--- src/rtl/uart_mon_rx.sv ---
// uart_mon_rx: 8N1 UART receiver for the SoC uart0_tx line.
// A two-flop synchronizer feeds a mid-bit sampling FSM. Received bytes go into
// a small first-word-fall-through FIFO that is drained through a valid/ready
// handshake. Framing errors and dropped bytes are reported as one-cycle pulses.
module uart_mon_rx #(
  parameter int CLK_DIV    = 868,
  parameter int FIFO_DEPTH = 4
) (
  input  logic       clk,
  input  logic       rst,
  input  logic       rx_i,
  output logic [7:0] rx_data_o,
  output logic       rx_valid_o,
  input  logic       rx_ready_i,
  output logic       frame_err_o,
  output logic       overflow_o,
  output logic       busy_o
);

  localparam int PW = $clog2(FIFO_DEPTH);
  localparam int CW = PW + 1;

  // Half a bit lands the first sample in the middle of the start bit; every
  // later sample is a whole bit after the previous one.
  localparam logic [15:0] HALF_LOAD = 16'(CLK_DIV / 2 - 1);
  localparam logic [15:0] BIT_LOAD  = 16'(CLK_DIV - 1);
  localparam logic [CW-1:0] FULL_COUNT = CW'(FIFO_DEPTH);

  typedef enum logic [2:0] {
    IDLE  = 3'd0,
    START = 3'd1,
    DATA  = 3'd2,
    STOP  = 3'd3,
    BRK   = 3'd4
  } state_t;

  // ---------------------------------------------------------------------------
  // Input synchronizer
  // ---------------------------------------------------------------------------
  logic [1:0] sync_reg;
  logic       rxs;

  // Two-flop synchronizer; reset to the idle (high) line level.
  always_ff @(posedge clk or posedge rst) begin
    if (rst) begin
      sync_reg <= 2'b11;
    end else begin
      sync_reg <= {sync_reg[0], rx_i};
    end
  end

  assign rxs = sync_reg[1];

  // ---------------------------------------------------------------------------
  // Receive FSM
  // ---------------------------------------------------------------------------
  state_t      state_reg, state_next;
  logic [15:0] cnt_reg, cnt_next;
  logic [2:0]  idx_reg, idx_next;
  logic [7:0]  shreg_reg, shreg_next;

  logic        stop_sample;
  logic        push_req;
  logic        ferr_req;

  // State register together with the bit timer, bit index and shift register.
  always_ff @(posedge clk or posedge rst) begin
    if (rst) begin
      state_reg <= IDLE;
      cnt_reg   <= '0;
      idx_reg   <= '0;
      shreg_reg <= '0;
    end else begin
      state_reg <= state_next;
      cnt_reg   <= cnt_next;
      idx_reg   <= idx_next;
      shreg_reg <= shreg_next;
    end
  end

  // Next-state logic: count down to each mid-bit point and act there.
  always_comb begin
    state_next = state_reg;
    cnt_next   = cnt_reg;
    idx_next   = idx_reg;
    shreg_next = shreg_reg;
    case (state_reg)
      IDLE: begin
        if (!rxs) begin
          state_next = START;
          cnt_next   = HALF_LOAD;
        end
      end
      START: begin
        if (cnt_reg == 16'd0) begin
          if (!rxs) begin
            state_next = DATA;
            cnt_next   = BIT_LOAD;
            idx_next   = 3'd0;
          end else begin
            // Line went back high before mid start bit: treat as a glitch.
            state_next = IDLE;
          end
        end else begin
          cnt_next = cnt_reg - 16'd1;
        end
      end
      DATA: begin
        if (cnt_reg == 16'd0) begin
          shreg_next[idx_reg] = rxs;
          cnt_next            = BIT_LOAD;
          if (idx_reg == 3'd7) begin
            state_next = STOP;
          end else begin
            idx_next = idx_reg + 3'd1;
          end
        end else begin
          cnt_next = cnt_reg - 16'd1;
        end
      end
      STOP: begin
        if (cnt_reg == 16'd0) begin
          // A low stop bit parks in BRK so a held-low line cannot restart.
          state_next = rxs ? IDLE : BRK;
        end else begin
          cnt_next = cnt_reg - 16'd1;
        end
      end
      BRK: begin
        if (rxs) begin
          state_next = IDLE;
        end
      end
      default: begin
        state_next = IDLE;
      end
    endcase
  end

  // Output decode: stop-bit sample decides between push and framing error.
  always_comb begin
    stop_sample = (state_reg == STOP) && (cnt_reg == 16'd0);
    push_req    = stop_sample && rxs;
    ferr_req    = stop_sample && !rxs;
    busy_o      = (state_reg != IDLE);
  end

  // ---------------------------------------------------------------------------
  // Byte FIFO (first-word-fall-through)
  // ---------------------------------------------------------------------------
  logic [7:0]    mem [FIFO_DEPTH];
  logic [PW-1:0] wr_ptr_reg, wr_ptr_next;
  logic [PW-1:0] rd_ptr_reg, rd_ptr_next;
  logic [CW-1:0] count_reg, count_next;

  logic fifo_empty;
  logic fifo_full;
  logic pop;
  logic push_ok;
  logic drop;

  // Handshake decode; a pop frees the slot the same edge, so push into a
  // full FIFO is still accepted when a pop happens alongside it.
  always_comb begin
    fifo_empty = (count_reg == '0);
    fifo_full  = (count_reg == FULL_COUNT);
    pop        = !fifo_empty && rx_ready_i;
    push_ok    = push_req && (!fifo_full || pop);
    drop       = push_req && fifo_full && !pop;
  end

  // Pointer and occupancy update; pointers wrap naturally at FIFO_DEPTH.
  always_comb begin
    wr_ptr_next = wr_ptr_reg;
    rd_ptr_next = rd_ptr_reg;
    count_next  = count_reg;
    if (push_ok) begin
      wr_ptr_next = wr_ptr_reg + PW'(1);
    end
    if (pop) begin
      rd_ptr_next = rd_ptr_reg + PW'(1);
    end
    case ({push_ok, pop})
      2'b10:   count_next = count_reg + CW'(1);
      2'b01:   count_next = count_reg - CW'(1);
      default: count_next = count_reg;
    endcase
  end

  // FIFO pointer and count registers.
  always_ff @(posedge clk or posedge rst) begin
    if (rst) begin
      wr_ptr_reg <= '0;
      rd_ptr_reg <= '0;
      count_reg  <= '0;
    end else begin
      wr_ptr_reg <= wr_ptr_next;
      rd_ptr_reg <= rd_ptr_next;
      count_reg  <= count_next;
    end
  end

  // Storage array; contents need no reset because count gates visibility.
  always_ff @(posedge clk) begin
    if (push_ok) begin
      mem[wr_ptr_reg] <= shreg_reg;
    end
  end

  // Error pulses are registered so they appear the cycle after the stop sample.
  always_ff @(posedge clk or posedge rst) begin
    if (rst) begin
      frame_err_o <= 1'b0;
      overflow_o  <= 1'b0;
    end else begin
      frame_err_o <= ferr_req;
      overflow_o  <= drop;
    end
  end

  assign rx_valid_o = !fifo_empty;
  assign rx_data_o  = fifo_empty ? 8'h00 : mem[rd_ptr_reg];

endmodule

--- config.mk ---
export PLATFORM = sky130hd
export DESIGN_NAME = uart_mon_rx
export DESIGN_NICKNAME = d
export VERILOG_FILES = /design/src/rtl/uart_mon_rx.sv
export SDC_FILE = /design/constraint.sdc
export NUM_CORES = 1
export LEC_CHECK = 0
export CELL_PAD_IN_SITES_DETAIL_PLACEMENT = 1
export CELL_PAD_IN_SITES_GLOBAL_PLACEMENT = 2
export CORE_AREA = 2 2 77 133
export CTS_BUF_LIST = sky130_fd_sc_hd__clkbuf_4 sky130_fd_sc_hd__clkbuf_8
export CTS_CLUSTER_SIZE = 12
export DETAILED_ROUTE_END_ITERATION = 8
export DIE_AREA = 0 0 79 135
export PLACE_DENSITY = 0.8
export SLEW_MARGIN = 15
export SYNTH_ARGS = -nofsm -noshare
export SYNTH_HDL_FRONTEND = slang
export SYNTH_SLANG_ARGS = --single-unit
--- constraint.sdc ---
create_clock -name clk -period 2.6 [get_ports clk]
set_clock_uncertainty 0.15 [all_clocks]
set_input_delay 0.26 -clock clk [delete_from_list [all_inputs] [get_ports clk]]
set_output_delay 0.26 -clock clk [all_outputs]
set_load 0.01 [all_outputs]
==> results.cfg <==
[die]
initial_utilization = 0.383
io_pins = 16
die_area_um2 = 10700
row_count = 47
fp.coreArea_um2 = 9530
die-width_um = 79
die_h_um = 135

[synthesis]
ys_seq_area_frac = 0.546
yosys_most_used_dff = dfrtp_1
synth_edf_count = 32
ys_top_cells_by_count = 39 x dfrtp_1, 32 x edfxtp_1, 20 x nand2_1, 20 x nor2_1
avgSynthCellArea_um2 = 12.1
synthDistinctLibCells = 56
synthesis.nets = 314
yosysMostFrequentCell = dfrtp_1
synthArstFlopShare = 0.562
yosysTopAreaCell = dfrtp_1
ys_warn_count = 0
synth_seq_cells = 73
netlist.area_leader.share = 0.268
synth.top_cells.by_area = dfrtp_1 27%, edfxtp_1 26%, mux4_2 4.9%
synth_area_um2 = 3640
synthCells = 301

[global_routing]
grt_max_degree = 42
use_met3 = 0.0321
grt_busiest_layer = met2
grtUsageTotal = 0.184
antenna_found_initial = 0
overflow = 0
grt_pass1_wl_um = 14800
met2_usage = 0.365
grt_pass1_vias = 2865
global_route.usage.met1 = 0.179

[flow_run]
drv_cap = 0

[detailed_routing]
wl_um = 9400
drtPass1Iterations = 4
antenna_left = 0
via_per_inst = 5.31
drtIter0Drc = 120
drc = 0
post_drt_wl_per_cell_um = 18.8
vias = 2653

[clock_network]
cts_tree = built
clk_latency_ns = 0.35
clk_pin_slew_ns = 0.08
cts.sinks = 73
htreeDepth = 3
cts_made_buffers = 9
root_buffer = clkbuf_8
clockBufferDepth = 2

[pwr]
leakage_nw = 2.00
p_per_area_nw_per_um2 = 546
vdd_drop_max_mv = 0.369

[outcome]
violations = negative setup slack
outcome = finished with violations

[sta]
worst_pin_slew_ns = 0.847
drv_slew = 0
max_slew_margin = 0.431
setup_ws_ns = -0.139
hold_viol = 0
hold_slack_ns = 0.167
finalCritPeriodShare = 1.05
fmax_ghz = 0.365
fin_crit_ns = 2.74
finalSetupViolations = 20
rsz0062_at_grt = true

[placement]
dp_hpwl_um = 6910
portBuffers = 15
dp.cells = 473
place_congestion = 0.789

[setup_path]
cp_data_required_time_ns = 2.68
crit_path_end = shreg_reg[2]$_DFFE_PP0P_
crit_path_end_kind = register
cp-start-kind = register
critPathMaxStageDelay_ns = 0.54
r2r_cells = 8
r2r_end = shreg_reg[2]$_DFFE_PP0P_
regToRegStartpoint = cnt_reg[13]$_DFFE_PP0P_
crit_fanout = 6
r2r_slack_ns = -0.14
crit_chain = or4_4, buf_6, buf_4, or4_4, buf_12, nor2_4, nand3_2, mux2_4
arrival_ns = 2.82
startpoint = cnt_reg[13]$_DFFE_PP0P_
crit_type = register to register
path_buf_inv = 3
crit_family = simple AND/OR/NAND/NOR gates
crit_cells = 8
slowest_stage = or4_4
cp_common_cell = or4_4

[cells_and_area]
drive_gt1_frac = 0.347
largest_register_ffs = 32
finalNonFillerCells = 500
n_antenna_cell = 0
multi_input_area_um2 = 1710
n_fill_cell = 1019
syn_to_final_growth_pct = 31.6
final-seq-area_um2 = 1990
final_nets = 386

[min_path]
hold_class = input pin to register
==> final cells by class <==
class                   instances  area share
clock buffers                   9      0.0258
inverters                      13      0.0102
well taps                     122      0.0318
multi-input cells             200       0.357
clock inverters                 7      0.0146
flip-flops and latches         73       0.415
repair buffers                 76       0.146
==> per-stage QoR <==
step                worst slack [ns]  power [W]  TNS (ns)  area (µm²)  utilization
CTS                           -0.116    0.00263    -0.505        4560        0.479
detailed placement            -0.176    0.00173     -1.62        4320        0.453
floorplan                    -0.0179    0.00159   -0.0179        3660            -
finish                        -0.139    0.00262    -0.806        4800        0.504
global route                  -0.255    0.00274     -5.75        4800        0.504
global placement              0.0239    0.00171         0        4320        0.453
==> power by group <==
group          internal (W)  switching, W  leakage [nW]
Combinational      0.000210      0.000240         0.998
Sequential          0.00123     0.0000613         0.910
Clock              0.000441      0.000435        0.0909
==> cell usage in the layout, fill, tap and decap left out, types with 9 or more instances in the layout <==
cell type	n
nor2_1	20
clkbuf_8	9
and2_1	11
edfxtp_1	32
a21oi_1	12
dfrtp_1	39
clkdlybuf4s50_1	15
xnor2_1	12
buf_4	48
nand2_1	17
==> layer usage <==
| metal | vias up | routed length (µm) | part of all wire |
|---|---|---|---|
| met3 | 16 | 195 | 0.021 |
| met4 | 0 | 242 | 0.026 |
| met2 | 38 | 5760 | 0.61 |
| li1 | 1250 | - | - |
| met5 | - | 0 | 0 |
| met1 | 1349 | 3210 | 0.34 |
==> worst min path at each step <==
stage | slack, ns | cells after the start | startpoint | to
6_report | 0.17 | 1 | rx_i | sync_reg[0]$_DFF_PP1_
5_1_grt | 0.16 | 1 | rx_i | sync_reg[0]$_DFF_PP1_
4_1_cts | 0.15 | 1 | rx_i | sync_reg[0]$_DFF_PP1_
3_5_place_dp | 0.20 | 0 | sync_reg[0]$_DFF_PP1_ | sync_reg[1]$_DFF_PP1_
3_3_place_gp | 0.20 | 0 | sync_reg[0]$_DFF_PP1_ | sync_reg[1]$_DFF_PP1_
2_1_floorplan | 0.11 | 0 | rx_i | sync_reg[0]$_DFF_PP1_
==> timing repair <==
item | in CTS | in global routing
resized for setup | 7 | 41
pin swaps | 4 | 13
hold buffers | 0 | 0
endpoints found under the setup margin | 45 | 60
buffers inserted | 3 | 8
==> logic make-up after synthesis <==
kind of cell / Yosys count / synth area share
AND/OR/NAND/NOR: 105 / 0.165
buffers and inverters: 28 / 0.0319
XOR/XNOR: 12 / 0.0288
AO/OA/AOI/OAI: 52 / 0.104
flip-flops: 73 / 0.546
adder cells (fa/ha/maj): 9 / 0.0330
multiplexers: 22 / 0.0913
(Power assumes the default switching activity.)
